## config.mk

```make
export PLATFORM = sky130hd
export DESIGN_NAME = rgb_2_rgbw_conv
export DESIGN_NICKNAME = d
export VERILOG_FILES = /design/src/rtl/rgbw_pkg.sv /design/src/rtl/rgbw_out_buf.sv /design/src/rtl/rgb_2_rgbw_conv.sv
export SDC_FILE = /design/constraint.sdc
export NUM_CORES = 1
export LEC_CHECK = 0
export ABC_AREA = 1
export CORE_AREA = 2 2 129 131
export CTS_BUF_LIST = sky130_fd_sc_hd__clkbuf_2 sky130_fd_sc_hd__clkbuf_4 sky130_fd_sc_hd__clkbuf_8
export CTS_CLUSTER_SIZE = 25
export DETAILED_ROUTE_END_ITERATION = 16
export DIE_AREA = 0 0 131 133
export GPL_ROUTABILITY_DRIVEN = 0
export PLACE_DENSITY = 0.75
export SKIP_CTS_REPAIR_TIMING = 1
export SLEW_MARGIN = 15
export SYNTH_ARGS = -nofsm -noshare
export SYNTH_HDL_FRONTEND = slang
export SYNTH_SLANG_ARGS = --single-unit
```

## constraint.sdc

```tcl
create_clock -name clk -period 4.2 [get_ports clk]
set_input_delay 0.84 -clock clk [delete_from_list [all_inputs] [get_ports clk]]
set_output_delay 0.84 -clock clk [all_outputs]
set_load 0.01 [all_outputs]
```

## src/rtl/rgbw_pkg.sv

```systemverilog
// Shared lane positions, word layouts and helpers for the GRB -> GRBW colour stage.
// No logic, no latency.
// No backpressure: types and functions only.
package rgbw_pkg;

    localparam int PIX_W        = 8;
    localparam int IN_W         = 32;
    localparam int GRBW_W       = 32;
    localparam int STRM_RST_BIT = 24;

    // Input word lanes: [23:16]=G [15:8]=R [7:0]=B
    localparam int G_IN_LSB = 16;
    localparam int R_IN_LSB = 8;
    localparam int B_IN_LSB = 0;

    // Output word lanes: [31:24]=G' [23:16]=R' [15:8]=B' [7:0]=W
    localparam int G_OUT_LSB = 24;
    localparam int R_OUT_LSB = 16;
    localparam int B_OUT_LSB = 8;
    localparam int W_OUT_LSB = 0;

    typedef struct packed {
        logic [PIX_W-1:0] g;
        logic [PIX_W-1:0] r;
        logic [PIX_W-1:0] b;
    } pix_t;

    // Registered between the min stage and the output stage.
    typedef struct packed {
        logic             tok;
        logic             byp;
        pix_t             pix;
        logic [PIX_W-1:0] m;
    } stage_t;

    // One output buffer entry.
    typedef struct packed {
        logic              strm_rst;
        logic [GRBW_W-1:0] word;
    } out_ent_t;

    // Minimum of three channels as two chained 8-bit compares.
    function automatic logic [PIX_W-1:0] min3(input logic [PIX_W-1:0] a,
                                              input logic [PIX_W-1:0] b,
                                              input logic [PIX_W-1:0] c);
        logic [PIX_W-1:0] ab;
        ab = (a < b) ? a : b;
        return (ab < c) ? ab : c;
    endfunction

    // Signed compare so a zero threshold never matches.
    function automatic logic below_thr(input logic [PIX_W-1:0] m, input int thr);
        return int'(m) < thr;
    endfunction

endpackage

```

## src/rtl/rgbw_out_buf.sv

```systemverilog
// Circular output buffer of DEPTH entries with occupancy count and valid/ready read side.
// Write to rd_vld: 1 clk; head entry is presented directly from storage.
// Backpressure: rd_dat is held while rd_vld && !rd_rdy; writer is credit-limited upstream.
module rgbw_out_buf
    import rgbw_pkg::*;
#(
    parameter int DEPTH = 4,
    parameter int CNT_W = $clog2(DEPTH + 1)
) (
    input  logic             clk,
    input  logic             rst_n,
    input  logic             wr_vld,
    input  out_ent_t         wr_dat,
    output logic             rd_vld,
    input  logic             rd_rdy,
    output out_ent_t         rd_dat,
    output logic [CNT_W-1:0] count
);

    localparam int PTR_W = (DEPTH > 1) ? $clog2(DEPTH) : 1;

    out_ent_t         mem [DEPTH];
    logic [PTR_W-1:0] wr_ptr;
    logic [PTR_W-1:0] rd_ptr;
    logic             push;
    logic             pop;

    function automatic logic [PTR_W-1:0] ptr_inc(input logic [PTR_W-1:0] p);
        return (p == PTR_W'(DEPTH - 1)) ? '0 : p + 1'b1;
    endfunction

    assign push   = wr_vld && (count != CNT_W'(DEPTH));
    assign pop    = rd_vld && rd_rdy;
    assign rd_vld = (count != '0);
    assign rd_dat = rd_vld ? mem[rd_ptr] : '0;

    // Entry storage; contents are only observed while counted as valid.
    always_ff @(posedge clk) begin
        if (push) begin
            mem[wr_ptr] <= wr_dat;
        end
    end

    // Pointers and occupancy; simultaneous push and pop leaves the count unchanged.
    always_ff @(posedge clk or negedge rst_n) begin
        if (!rst_n) begin
            wr_ptr <= '0;
            rd_ptr <= '0;
            count  <= '0;
        end else begin
            if (push) begin
                wr_ptr <= ptr_inc(wr_ptr);
            end
            if (pop) begin
                rd_ptr <= ptr_inc(rd_ptr);
            end
            case ({push, pop})
                2'b10:   count <= count + 1'b1;
                2'b01:   count <= count - 1'b1;
                default: count <= count;
            endcase
        end
    end

endmodule

```

## src/rtl/rgb_2_rgbw_conv.sv

```systemverilog
// Pops GRB pixels from the async FIFO, moves min(R,G,B) into a W lane, emits GRBW words.
// Latency: FIFO read strobe in cycle N -> out_valid in N+3 (empty buffer); 1 word/clk sustained.
// Backpressure: reads are credit-limited to OUT_BUF_DEPTH (in flight + buffered), so nothing drops.
module rgb_2_rgbw_conv
    import rgbw_pkg::*;
#(
    parameter int W_THRESH      = 0,
    parameter int OUT_BUF_DEPTH = 4
) (
    input  logic              clk,
    input  logic              rst,
    input  logic              in_rd_fifo_empty,
    input  logic [IN_W-1:0]   in_rd_fifo_data,
    input  logic              in_bypass,
    input  logic              in_ready,
    output logic              out_rd_fifo_en,
    output logic              out_valid,
    output logic [GRBW_W-1:0] out_word,
    output logic              out_stream_reset
);

    localparam int CNT_W = $clog2(OUT_BUF_DEPTH + 1);
    localparam int SUM_W = CNT_W + 2;

    logic [1:0]       rst_sync;
    logic             rst_n;
    logic             s1_vld;
    logic             s2_vld;
    stage_t           s2_dat;
    pix_t             s1_pix;
    out_ent_t         s3_dat;
    out_ent_t         buf_rd;
    logic [CNT_W-1:0] buf_cnt;
    logic [SUM_W-1:0] used;
    logic             unused_in_bits;

    // Assert asynchronously, release through two flops so every register leaves reset on the same edge.
    always_ff @(posedge clk or negedge rst) begin
        if (!rst) begin
            rst_sync <= '0;
        end else begin
            rst_sync <= {rst_sync[0], 1'b1};
        end
    end

    assign rst_n = rst_sync[1];

    // Credits are taken from registered state only; a slot freed by a transfer is reusable next cycle.
    assign used = SUM_W'(s1_vld) + SUM_W'(s2_vld) + SUM_W'(buf_cnt);
    assign out_rd_fifo_en = rst_n && !in_rd_fifo_empty && (used < SUM_W'(OUT_BUF_DEPTH));

    // FIFO read data is valid the cycle after the strobe; bypass is sampled with it, per word.
    assign s1_pix.g = in_rd_fifo_data[G_IN_LSB +: PIX_W];
    assign s1_pix.r = in_rd_fifo_data[R_IN_LSB +: PIX_W];
    assign s1_pix.b = in_rd_fifo_data[B_IN_LSB +: PIX_W];
    assign unused_in_bits = ^in_rd_fifo_data[IN_W-1:STRM_RST_BIT+1];

    // Pipeline valids and the min stage register.
    always_ff @(posedge clk or negedge rst_n) begin
        if (!rst_n) begin
            s1_vld <= 1'b0;
            s2_vld <= 1'b0;
            s2_dat <= '0;
        end else begin
            s1_vld <= out_rd_fifo_en;
            s2_vld <= s1_vld;
            if (s1_vld) begin
                s2_dat.tok <= in_rd_fifo_data[STRM_RST_BIT];
                s2_dat.byp <= in_bypass;
                s2_dat.pix <= s1_pix;
                s2_dat.m   <= min3(s1_pix.g, s1_pix.r, s1_pix.b);
            end
        end
    end

    // Output word: tokens carry no pixel, bypassed/dim pixels pass through, others split off W.
    always_comb begin
        s3_dat = '0;
        if (s2_dat.tok) begin
            s3_dat.strm_rst = 1'b1;
        end else if (s2_dat.byp || below_thr(s2_dat.m, W_THRESH)) begin
            s3_dat.word[G_OUT_LSB +: PIX_W] = s2_dat.pix.g;
            s3_dat.word[R_OUT_LSB +: PIX_W] = s2_dat.pix.r;
            s3_dat.word[B_OUT_LSB +: PIX_W] = s2_dat.pix.b;
        end else begin
            s3_dat.word[G_OUT_LSB +: PIX_W] = s2_dat.pix.g - s2_dat.m;
            s3_dat.word[R_OUT_LSB +: PIX_W] = s2_dat.pix.r - s2_dat.m;
            s3_dat.word[B_OUT_LSB +: PIX_W] = s2_dat.pix.b - s2_dat.m;
            s3_dat.word[W_OUT_LSB +: PIX_W] = s2_dat.m;
        end
    end

    rgbw_out_buf #(
        .DEPTH (OUT_BUF_DEPTH),
        .CNT_W (CNT_W)
    ) u_out_buf (
        .clk    (clk),
        .rst_n  (rst_n),
        .wr_vld (s2_vld),
        .wr_dat (s3_dat),
        .rd_vld (out_valid),
        .rd_rdy (in_ready),
        .rd_dat (buf_rd),
        .count  (buf_cnt)
    );

    assign out_word         = buf_rd.word;
    assign out_stream_reset = buf_rd.strm_rst;

endmodule

```

# ---- Yosys cells after proc, flatten, opt, wreduce, memory -nomap -nowiden
# Memories as Yosys holds them, arrays and structs flattened.
# Index checks and enable logic that the tools add are counted.
dict set report word_totals {
  ram_bits 132
  regBits 45
  n_memories 1
  out_inout_bits 35
}
# name depth word_bits read_ports rd_clocked_by_memory_dff write_ports line
set memory_table {}
lappend memory_table {u_out_buf.mem 4 33 1 0 1 rgbw_out_buf.sv:22} ;# out_ent_t mem [DEPTH];
dict set report classes {
  n_eq_ne 5
  muxes 12
  n_lt_le_gt_ge 3
  reduce_logical 7
  add_sub_neg 9
}
# cell n
set op_table {}
lappend op_table {{33-bit 2-to-1 mux} 1}
lappend op_table {{32-bit 2-to-1 mux} 1}
lappend op_table {{24-bit 2-to-1 mux} 1}
lappend op_table {{8-bit 2-to-1 mux} 3}
lappend op_table {{8-bit subtractor} 3}
lappend op_table {{8-bit < comparator} 2}
lappend op_table {{2-bit == test, second input constant} 3}
lappend op_table {{3-bit case mux with 2 select lines} 1}
lappend op_table {{2-bit by 1-bit adder with 2-bit output, second input constant} 2}
lappend op_table {{2-bit by 3-bit adder with 4-bit output} 1}
lappend op_table {{1-bit logical AND} 4}
lappend op_table {{4-bit by 3-bit < comparator with 1-bit output, second input constant} 1}
lappend op_table {{2-bit 2-to-1 mux} 2}
lappend op_table {{3-bit by 1-bit adder with 3-bit output, second input constant} 1}
lappend op_table {{1-bit 2-to-1 mux} 3}
lappend op_table {{3-bit inequality test, second input constant} 1}
lappend op_table {{3-bit nonzero test} 1}
lappend op_table {{3-bit by 1-bit subtractor with 3-bit output, second input constant} 1}
lappend op_table {{1-bit by 1-bit adder with 2-bit output} 1}
lappend op_table {{2-bit by 1-bit == test with 1-bit output, second input constant} 1}
lappend op_table {{2-bit nonzero test} 1}
lappend op_table {{1-bit zero test} 1}

# ---- Logic depth before layout (Yosys ltp)
# Gate-level depths: netlist of the first run.
dict set report logic_depth {
  word_depth 4
  ltp_mapped 21
}

# ---- Cells and area by module
# A second synthesis of the first run with hierarchy kept.
dict set report hier_totals {
  hier_cells 1047
  hier_area_um2 9261.4
}
# module seq_area_each_um2 area_each_um2 n_inst cells_each
set by_module_without_submodules {}
lappend by_module_without_submodules {rgbw_out_buf 4139.0 6068.3 1 579}
lappend by_module_without_submodules {rgb_2_rgbw_conv 950.9 3193.1 1 468}

# ---- Worst setup path after synthesis of the first run
# OpenSTA, ideal clock, no wires.
dict set report synth_timing {
  path_kind {input to register}
  from {input in_rd_fifo_data[15]}
  to {register s2_dat[0] (netlist name)}
  arrival_time_ns 3.037
  n_path_buf 1
  required_ns 4.082
  setup_slack_ns 1.046
  setup_ns 0.118
  path_stages 16
  path_cell_list {inv_1 > ha_1 > nand2_1 > inv_1 > nor2_1 > o21a_1 > nand2_2 > buf_2 > o21ai_0 > ha_1 > a21oi_1 > nor2_1 > a211oi_2 > nand3_1 > nand3_1 > nand2_1}
}
dict set report synth_via {
  elab_chain_cells 4
}
# element line
set synth_rtl {}
lappend synth_rtl {{start, declared} rgb_2_rgbw_conv.sv:13} ;# input logic [IN_W-1:0] in_rd_fifo_data,
lappend synth_rtl {{8-bit < comparator} rgbw_pkg.sv:47} ;# ab = (a < b) ? a : b;
lappend synth_rtl {{8-bit 2-to-1 mux (*)} rgbw_pkg.sv:47}
lappend synth_rtl {{8-bit < comparator} rgbw_pkg.sv:48} ;# return (ab < c) ? ab : c;
lappend synth_rtl {{8-bit 2-to-1 mux (*)} rgbw_pkg.sv:48}
lappend synth_rtl {{end, declared} rgb_2_rgbw_conv.sv:29} ;# stage_t s2_dat;
# Mark *: on every way between the ends. The rest lies on a longest branch, timed or not.
# A chain may end at the register's enable or synchronous reset.

# ---- Worst setup path in the final report of the first run
dict set report layout_timing {
  from {register u_out_buf.rd_ptr[0]}
  to {output out_word[23]}
}
dict set report layout_via {
  elab_chain_cells 2
}
# element line
set layout_rtl {}
lappend layout_rtl {{start, declared} rgbw_out_buf.sv:24} ;# logic [PTR_W-1:0] rd_ptr;
lappend layout_rtl {{start signal, assigned} rgbw_out_buf.sv:55} ;# rd_ptr <= ptr_inc(rd_ptr);
lappend layout_rtl {{memory 4 x 33 bit} -}
lappend layout_rtl {{33-bit 2-to-1 mux} rgbw_out_buf.sv:35} ;# assign rd_dat = rd_vld ? mem[rd_ptr] : '0;
lappend layout_rtl {{end, declared} rgb_2_rgbw_conv.sv:18} ;# output logic [GRBW_W-1:0] out_word,
# Every way passes these cells.

==> flow_metrics.env, run 1 <==
export IMPL_start_kind="flop"
export IMPL_dieArea_um2=17400
export IMPL_fin_ws_ns=0.614
export IMPL_grt_max_degree=68
export IMPL_synth_warnings=0
export IMPL_fp_dieH_um=133
export IMPL_htreeDepth=4
export IMPL_overflow=0
export IMPL_synth_distinct_cells=27
export IMPL_period_share_pct=85.4
export IMPL_grt_pass1_wl_mm=28.7
export IMPL_pin_count=72
export IMPL_hold_class="reg2async"
export IMPL_drive_gt1_share_pct=5.75
export IMPL_synth_cells=907
export IMPL_drc=0
export IMPL_startpoint="u_out_buf.rd_ptr[0]"
export IMPL_hold_slack_ns=0.346
export IMPL_grt_pass1_vias=5718
export IMPL_fin_nets=1045
export IMPL_p_switching_w=0.00316
export IMPL_synth_area_per_cell_um2=9.57
export IMPL_grt_use_total_pct=21.5
export IMPL_cts_clk_slew_worst_paths_ns=0.09
export IMPL_wirelength_mm=17.6
export IMPL_final_common_cell="nor2_1"
export IMPL_worstMarginPinSlew_ns=0.822
export IMPL_slew_viol_final=0
export IMPL_ys_ff_latch=177
export IMPL_antenna_found_initial=0
export IMPL_hpwl_mm=11.6
export IMPL_cts_root_buf="clkbuf_8"
export IMPL_end_kind="primary output"
export IMPL_powerDensity_nw_per_um2=773
export IMPL_clk_path_buf_depth=2
export IMPL_rrSetupSlack_ns=1.47
export IMPL_core_area_um2=16200
export IMPL_wl_per_cell_um=14.8
export IMPL_relSlewSlack_pct=45.2
export IMPL_internal_power_w=0.00451
export IMPL_diodes=0
export IMPL_placement_io_buffers=64
export IMPL_dr_total_vias=6260
export IMPL_finalPower_w=0.00767
export IMPL_period_minus_slack_ns=3.59
export IMPL_busiest_layer="met2"
export IMPL_combPwrFrac_pct=48.8
export IMPL_seq_area_frac_synth_pct=58.6
export IMPL_finalSetupTns_ns=0
export IMPL_dpl_worst_slack_ns=0.422
export IMPL_cts_tree="done"
export IMPL_final_cell_mix="159 x nor2_1, 132 x edfxtp_1, 127 x o21ai_0, 120 x nand2_1, 107 x inv_1"
export IMPL_final_antenna_net_count=0
export IMPL_grt_util_met3_pct=3.68
export IMPL_grt_util_met2_pct=33.3
export IMPL_rsz0062_at_grt="false"
export IMPL_firstDrtPassIters=5
export IMPL_path_class="reg2out"
export IMPL_fmax_ghz=0.279
export IMPL_start_util_pct=53.7
export IMPL_areaGrowthSynthToFinish_pct=14.2
export IMPL_cts_made_buffers=17
export IMPL_finClkSkew_ns=0.0116
export IMPL_arrival_ns=2.75
export IMPL_syn_nets=990
export IMPL_cp_max_fo=41
export IMPL_setup_violations=0
export IMPL_r2r_cells=14
export IMPL_status="completed"
export IMPL_vias_per_cell=5.24
export IMPL_rows=47
export IMPL_p_seq_share_pct=37.3
export IMPL_dp_cells=1163
export IMPL_fin_cells=1194
export IMPL_reg2reg_from="s2_dat[1]"
export IMPL_swShare_pct=41.2
export IMPL_p_clk_share_pct=14.0
export IMPL_die_w_um=131
export IMPL_hold_viol_final=0
export IMPL_vdd_drop_max_mv=0.316
export IMPL_maxCapViolCount=0
export IMPL_drtIter0Drc=510
export IMPL_cts_sinks=177
export IMPL_clkLatencyLatePin_ns=0.43
export IMPL_syn_area_um2=8680
export IMPL_cp_data_required_time_ns=3.36
export IMPL_power_leakage_nw=4.10
export IMPL_grt_use_met1_pct=31.0
-- path summary, 6_finish.rpt --
kind	end
min in group clk	rst_sync[1]
worst min-delay path	s1_vld
worst max-delay path	out_word[23]
max in group asynchronous	s2_dat[12]
worst min register to register	s1_vld
worst max register to register	u_out_buf.mem[1][31]
-- registers in the layout (all words and copies together), names as in the netlist --
name	cells
u_out_buf.count	3
s1_vld	1
rst_sync	2
u_out_buf.mem	132
s2_dat	34
u_out_buf.rd_ptr	2
u_out_buf.wr_ptr	2
s2_vld	1
-- power by group through the flow --
stage | Sequential, W | Clock (W) | Combinational (W)
global placement | 0.00288 | 0 | 0.00360
floorplan | 0.00274 | 0 | 0.00253
detailed placement | 0.00289 | 0 | 0.00371
finish | 0.00286 | 0.00107 | 0.00374
CTS | 0.00286 | 0.00109 | 0.00374
global route | 0.00290 | 0.00117 | 0.00425
-- per-layer routing --
layer  vias up  share of wire (%)
met1      2933                 46
li1       3118                  -
met5         -                  0
met3        18                5.6
met2       191                 47
met4         0                1.8
-- worst max-delay path, cell delays in order, from the launching register on --
cell and delay (ns):
dfrtp_2 0.70, buf_4 0.49, nor2_1 0.09, nor2_1 0.09, o21ai_0 0.08, a21oi_1 0.25
clkdlybuf4s50_1 0.58
-- stage by stage --
| step | instance area, µm² | utilization [%] |
|---|---|---|
| after floorplan | 8680 | - |
| after global placement | 9550 | 59.0 |
| after detailed placement | 9550 | 59.0 |
| after CTS | 9910 | 61.3 |
| after global routing | 9910 | 61.3 |
| final | 9910 | 61.3 |
-- cells by family (layout without fill, tap and decap cells) --
family	count (synthesis)	in the layout	share of synthesized area [%]
AO/OA/AOI/OAI	209	209	12.4
XOR/XNOR	14	14	1.41
adder cells (fa/ha/maj)	46	46	6.98
buffers and inverters	148	215	6.47
flip-flops	177	177	58.6
other	1	1	0.0432
AND/OR/NAND/NOR	312	312	14.1
-- cells in the mapped netlist --
library cell,number,area [µm²]
edfxtp_1,132,3960
nor3_1,2,10.0
o21ai_1,2,10.0
buf_1,5,18.8
clkbuf_1,30,113
o211ai_1,1,7.51
nand2_1,120,450
a211oi_2,1,12.5
ha_1,42,526
dfrtp_1,45,1130
buf_2,5,25.0
o31ai_2,1,12.5
o221ai_1,2,17.5
xnor2_1,4,35.0
o21ai_0,127,636
nand2_4,2,22.5
inv_1,107,402
fa_1,4,80.1
xor2_1,10,87.6
nand2_2,3,18.8
clkinv_1,1,3.75
conb_1,1,3.75
nor2_1,163,612
and2_1,1,6.26
o21a_1,1,7.51
nand3_1,21,105
a21oi_1,74,370
-- cell type report --
cell class,count,area [µm²]
Clock buffer,20,256
Clock inverter,11,109
Fill cell,1319,6260
Inverter,108,405
Multi-Input combinational cell,582,3050
Sequential cell,177,5090
Tap cell,220,275
Timing Repair Buffer,76,731
No activity file was read; power rests on OpenSTA's default activity.
==> run 2, diff against run 1 <==
--- a/config.mk
+++ b/config.mk
@@ -6,6 +6,7 @@
 export NUM_CORES = 1
 export LEC_CHECK = 0
 export ABC_AREA = 1
+export CAP_MARGIN = 20
 export CORE_AREA = 2 2 129 131
 export CTS_BUF_LIST = sky130_fd_sc_hd__clkbuf_2 sky130_fd_sc_hd__clkbuf_4 sky130_fd_sc_hd__clkbuf_8
 export CTS_CLUSTER_SIZE = 25
==> results of run 2 <==
The final DEF is identical to that of run 1; final timing and power are the same.
